**src/rtl/gpio_scan_ctrl.sv**
```systemverilog
// Board GPIO test-pattern sequencer: STOP / RUN (walking one) / HOLD / STEP over a valid/ready command port.
// One-hot 32-bit pin drive with a compile-time skip mask for pins borrowed by other board functions.
module gpio_scan_ctrl #(
  parameter int unsigned DWELL_BITS = 22,
  parameter logic [31:0] SKIP_MASK  = 32'h0000_4000
) (
  input  logic        clk,
  input  logic        reset,
  input  logic        cmd_valid,
  output logic        cmd_ready,
  input  logic [1:0]  cmd_op,
  input  logic [4:0]  cmd_arg,
  output logic [31:0] gpio_out,
  output logic [4:0]  cur_idx,
  output logic        busy,
  output logic        wrap_pulse
);

  typedef enum logic [1:0] {IDLE, LOAD, RUN, HOLD} state_t;

  localparam logic [1:0] OP_STOP = 2'd0;
  localparam logic [1:0] OP_RUN  = 2'd1;
  localparam logic [1:0] OP_HOLD = 2'd2;
  localparam logic [1:0] OP_STEP = 2'd3;
  localparam logic       ALL_MASKED = &SKIP_MASK;

  state_t                state;
  logic [1:0]            op_q;
  logic [4:0]            arg_q;
  logic [DWELL_BITS-1:0] dwell;
  logic                  accept;
  logic [4:0]            first_idx;
  logic [4:0]            nxt_idx;
  logic                  nxt_wrap;

  assign cmd_ready = (state != LOAD);
  assign accept    = cmd_valid && cmd_ready;

  // Lowest unmasked index; falls back to 0 when everything is masked.
  always_comb begin
    first_idx = '0;
    for (int i = 31; i >= 0; i--) begin
      if (!SKIP_MASK[i]) first_idx = 5'(i);
    end
  end

  // nxt(cur_idx): lowest unmasked index above cur_idx, else wrap to first_idx.
  always_comb begin
    nxt_idx  = first_idx;
    nxt_wrap = 1'b1;
    for (int i = 31; i >= 0; i--) begin
      if (!SKIP_MASK[i] && (i > int'(cur_idx))) begin
        nxt_idx  = 5'(i);
        nxt_wrap = 1'b0;
      end
    end
  end

  always_ff @(posedge clk) begin
    if (reset) begin
      state      <= IDLE;
      op_q       <= OP_STOP;
      arg_q      <= '0;
      dwell      <= '0;
      gpio_out   <= '0;
      cur_idx    <= '0;
      busy       <= 1'b0;
      wrap_pulse <= 1'b0;
    end else begin
      wrap_pulse <= 1'b0;
      if (accept) begin
        // A new command beats a coincident dwell terminal count; gpio_out is held through LOAD.
        state <= LOAD;
        op_q  <= cmd_op;
        arg_q <= cmd_arg;
        busy  <= 1'b0;
      end else begin
        case (state)
          LOAD: begin
            dwell <= '0;
            case (op_q)
              OP_RUN: begin
                if (ALL_MASKED) begin
                  state    <= IDLE;
                  gpio_out <= '0;
                end else begin
                  state    <= RUN;
                  cur_idx  <= first_idx;
                  gpio_out <= 32'd1 << first_idx;
                  busy     <= 1'b1;
                end
              end
              OP_HOLD: begin
                if (SKIP_MASK[arg_q]) begin
                  state    <= IDLE;
                  gpio_out <= '0;
                end else begin
                  state    <= HOLD;
                  cur_idx  <= arg_q;
                  gpio_out <= 32'd1 << arg_q;
                  busy     <= 1'b1;
                end
              end
              OP_STEP: begin
                if (ALL_MASKED) begin
                  state    <= IDLE;
                  gpio_out <= '0;
                end else begin
                  state    <= HOLD;
                  cur_idx  <= nxt_idx;
                  gpio_out <= 32'd1 << nxt_idx;
                  busy     <= 1'b1;
                end
              end
              default: begin
                state    <= IDLE;
                gpio_out <= '0;
              end
            endcase
          end
          RUN: begin
            dwell <= dwell + 1'b1;
            if (&dwell) begin
              cur_idx    <= nxt_idx;
              gpio_out   <= 32'd1 << nxt_idx;
              wrap_pulse <= nxt_wrap;
            end
          end
          default: ;
        endcase
      end
    end
  end

endmodule

```
**config.mk**
```make
export PLATFORM = sky130hd
export DESIGN_NAME = gpio_scan_ctrl
export DESIGN_NICKNAME = d
export VERILOG_FILES = /design/src/rtl/gpio_scan_ctrl.sv
export SDC_FILE = /design/constraint.sdc
export NUM_CORES = 1
export LEC_CHECK = 0
export CORE_ASPECT_RATIO = 0.8
export CORE_MARGIN = 2
export CORE_UTILIZATION = 30
export DETAILED_ROUTE_END_ITERATION = 10
export PLACE_DENSITY = 0.55
export SLEW_MARGIN = 10
export SYNTH_ARGS = -nofsm -noshare
export SYNTH_HDL_FRONTEND = slang
export SYNTH_SLANG_ARGS = --single-unit
export TNS_END_PERCENT = 10
```
**constraint.sdc**
```tcl
create_clock -name clk -period 2 [get_ports clk]
set_input_delay 0.5 -clock clk [delete_from_list [all_inputs] [get_ports clk]]
set_output_delay 0.5 -clock clk [all_outputs]
set_load 0.1 [all_outputs]
```
==> load_flow_metrics.sql <==
INSERT INTO impl_metrics (metric_group, metric, value, unit) VALUES
('routing', 'drtAntennaViolNets', '0', ''),
('clock_network', 'tritoncts', 'done', ''),
('clock_network', 'cts-buffers-inserted', '9', ''),
('routing', 'detailroute.wirelength.met3', '858', 'um'),
('floorplan', 'coreArea', '11000', 'um2'),
('grt', 'first_global_vias', '3173', ''),
('synth', 'synthCells', '437', ''),
('routing', 'routed_wl', '10100', 'um'),
('power', 'p_per_area', '973', 'nW/um2'),
('routing', 'drtPass1Iterations', '6', ''),
('grt', 'initial_antenna_violation_count', '0', ''),
('grt', 'grt_use_total', '16.6', '%'),
('clock_network', 'cts.htree.levels', '3', ''),
('routing', 'vias', '3451', ''),
('sta', 'worst_slew_margin_rel', '65.1', '%'),
('synth', 'synth.net_count', '450', ''),
('critical_path', 'critPathRequiredTime', '2240', 'ps'),
('synth', 'avgSynthCellArea', '7.88', 'um2'),
('critical_path', 'endpoint_kind', 'flop', ''),
('power', 'power_leakage', '1.84', 'nW'),
('finish', 'layout-drive-gt1-share', '22.8', '%'),
('clock_network', 'sink_count', '71', ''),
('synth', 'ys_flop_type', 'sky130_fd_sc_hd__dfxtp_1', ''),
('critical_path', 'crit_type', 'input port to flop', ''),
('grt', 'grt_pass1_wl', '16000', 'um'),
('sta', 'rsz_0062_raised_after_global_routing', 'true', ''),
('synth', 'synth.yosys.warnings', '0', ''),
('placed_design', 'dp_worst_setup_slack', '-381', 'ps'),
('sta', 'slew_violations', '0', ''),
('clock_network', 'cts-root-buf', 'sky130_fd_sc_hd__clkbuf_16', ''),
('routing', 'routed_wire_length_per_instance', '15.5', 'um'),
('synth', 'synth-seq-area-share', '41.3', '%'),
('floorplan', 'row_count', '34', ''),
('sta', 'final_critical_path_setup_slack', '45.7', 'ps'),
('floorplan', 'floorplan.die_area', '12400', 'um2'),
('sta', 'hold_viol_final', '0', ''),
('synth', 'synth-async-reset-ratio', '0', '%'),
('finish', 'most-common-layout-cells', '95 x sky130_fd_sc_hd__nor2_1, 68 x sky130_fd_sc_hd__dfxtp_1, 38 x sky130_fd_sc_hd__buf_12', ''),
('placed_design', 'hpwlAfterDp', '7340', 'um'),
('clock_network', 'clk-insertion-delay-late', '340', 'ps'),
('critical_path', 'crit_fanout', '8', ''),
('synth', 'synth.ff_latch_count', '71', ''),
('critical_path', 'start_kind', 'input port', ''),
('clock_network', 'clock_transition_time_at_the_flip_flop_clock_pins_of_the_worst_setup_and_hold_paths', '60', 'ps'),
('status', 'outcome', 'finished clean', ''),
('synth', 'yosys.area.top_type_share', '41.3', '%'),
('run', 'maxCapViolations', '0', ''),
('routing', 'detailroute.wirelength.met2', '4130', 'um'),
('routing', 'routed_via_density', '5.28', ''),
('routing', 'met1_length', '4990', 'um'),
('synth', 'netlist_top_cells_area', 'sky130_fd_sc_hd__dfxtp_1 41%, sky130_fd_sc_hd__nor2_1 10%, sky130_fd_sc_hd__nor3_1 5.2%', ''),
('power', 'ir_drop', '0.454', 'mV'),
('floorplan', 'die_x', '124', 'um'),
('placed_design', 'port_buffers', '49', ''),
('synth', 'synthDominantAreaCellType', 'sky130_fd_sc_hd__dfxtp_1', ''),
('sta', 'final_worst_path_cycle_share', '97.7', '%'),
('floorplan', 'floorplan.die.height', '99.8', 'um'),
('floorplan', 'initial_utilization', '31.3', '%'),
('sta', 'tightest_slew', '523', 'ps'),
('finish', 'num_antenna_cells', '0', ''),
('critical_path', 'worstPathArrival', '2190', 'ps'),
('sta', 'setup-violations-final', '0', ''),
('sta', 'skew', '10.6', 'ps'),
('synth', 'number_of_flops_mapped_to_enable_cells_by_yosys', '0', ''),
('routing', 'detail_route.iter0.violations', '320', ''),
('finish', 'layout.cells.most_common', 'sky130_fd_sc_hd__nor2_1', ''),
('finish', 'fin_util', '45.5', '%'),
('routing', 'drc_errors', '0', ''),
('sta', 'finalWorstPathRequiredPeriod', '1950', 'ps'),
('finish', 'finalNetCount', '518', ''),
('placed_design', 'final_estimated_routing_congestion_in_global_placement', '0.912', ''),
('grt', 'grt_overflow', '0', ''),
('clock_network', 'cts_max_path_buffers', '2', ''),
('floorplan', 'boundaryPins', '50', ''),
('sta', 'fin_tns_setup', '0', 'ps'),
('routing', 'top_signal_layer_used', 'met4', ''),
('sta', 'fmaxAchievable', '0.512', 'GHz'),
('synth', 'netlist_area', '3440', 'um2'),
('min_path', 'hp-class', 'flop to flop', ''),
('finish', 'areaGrowthSynthToFinish', '45.7', '%'),
('grt', 'grt_start_max_net_pins', '23', ''),
('synth', 'synth_cell_types', '49', '');
power breakdown:
group          internal [mW]  switching [mW]
clock                  0.991           0.608
combinational          0.570            1.06
sequential              1.52           0.134
Yosys cell counts (all sizes together), types with 2 or more instances:
cell type / n
nor4: 3
and3: 5
ha: 3
nand3b: 5
clkbuf: 21
nor3b: 3
buf: 6
nand2b: 2
a22o: 2
a21o: 2
a22oi: 3
nand3: 13
o22ai: 27
nand2: 33
nor3: 37
xnor2: 5
a21oi: 17
and2: 2
xor2: 20
or3b: 2
o21ai: 6
o311ai: 4
or2: 2
o31ai: 2
and3b: 2
a31oi: 2
nor2: 96
a211oi: 6
inv: 7
nor2b: 2
nand4: 14
dfxtp: 71
or3: 3
cells by family after synthesis:
logic type / count (synthesis) / synth area share [%]
xor gates and xnor gates: 25 / 6.36
AOI/OAI and AO/OA: 77 / 15.0
DFF: 71 / 41.3
and+or+nand+nor: 227 / 32.1
adders and majority gates: 3 / 1.09
buffers and inverters: 34 / 4.11
flip-flops by register name, summed over array words and instances (netlist names), named ones only:
register / cells
op_q: 2
state: 2
wrap_pulse: 1
cur_idx: 5
gpio_out: 32
dwell: 22
arg_q: 5
busy: 1
through the flow:
| stage | std cells | hold WS [ps] | total power, mW | cell area, um2 |
|---|---|---|---|---|
| after detailed placement | 637 | 492 | 3.27 | 4610 |
| after global routing | 653 | 524 | 5.06 | 5020 |
| after floorplan | 437 | 469 | 2.68 | 3450 |
| after CTS | 652 | 500 | 4.88 | 4920 |
| final | 653 | 502 | 4.88 | 5020 |
| after global placement | 637 | 485 | 3.25 | 4610 |
metal layers:
| layer | up-vias | global-route usage, % |
|---|---|---|
| li1 | 1686 | - |
| met1 | 1613 | 24.7 |
| met2 | 141 | 22.7 |
| met3 | 11 | 5.06 |
| met4 | 0 | 5.33 |
| met5 | - | 0 |
final cells by class:
| cell class | count | area, um2 |
|---|---|---|
| flip-flops and latches | 71 | 1430 |
| fillers | 1065 | 6000 |
| clock inverters | 5 | 58.8 |
| multi-input cells | 332 | 1960 |
| repair buffers | 84 | 1130 |
| well taps | 144 | 180 |
| inverters | 7 | 26.3 |
| clock buffers | 10 | 239 |
path summary, 6_finish.rpt:
kind | start | endpoint | slack [ps] | cells past startpoint
worst min-delay path | gpio_out[29] | gpio_out[29] | 500 | 2
worst max-delay path | cmd_valid | cur_idx[0] | 50 | 7
worst max register to register | dwell[10] | cur_idx[0] | 60 | 5
worst min register to register | gpio_out[29] | gpio_out[29] | 500 | 2
worst max-delay path, stage by stage:
cell and delay, ps:
sky130_fd_sc_hd__clkdlybuf4s50_1 430, sky130_fd_sc_hd__nor2b_4 140, sky130_fd_sc_hd__buf_12 140, sky130_fd_sc_hd__nor2_4 130
sky130_fd_sc_hd__a41oi_4 220, sky130_fd_sc_hd__or4_4 560, sky130_fd_sc_hd__o31ai_1 80
what timing repair did:
item,in CTS,in global routing
hold endpoints to repair,0,0
gates resized for setup,3,17
setup endpoints to repair,12,32
hold buffers,0,0
pin swaps,1,2
buffers inserted,0,1
No activity file was read; power rests on OpenSTA's default activity.
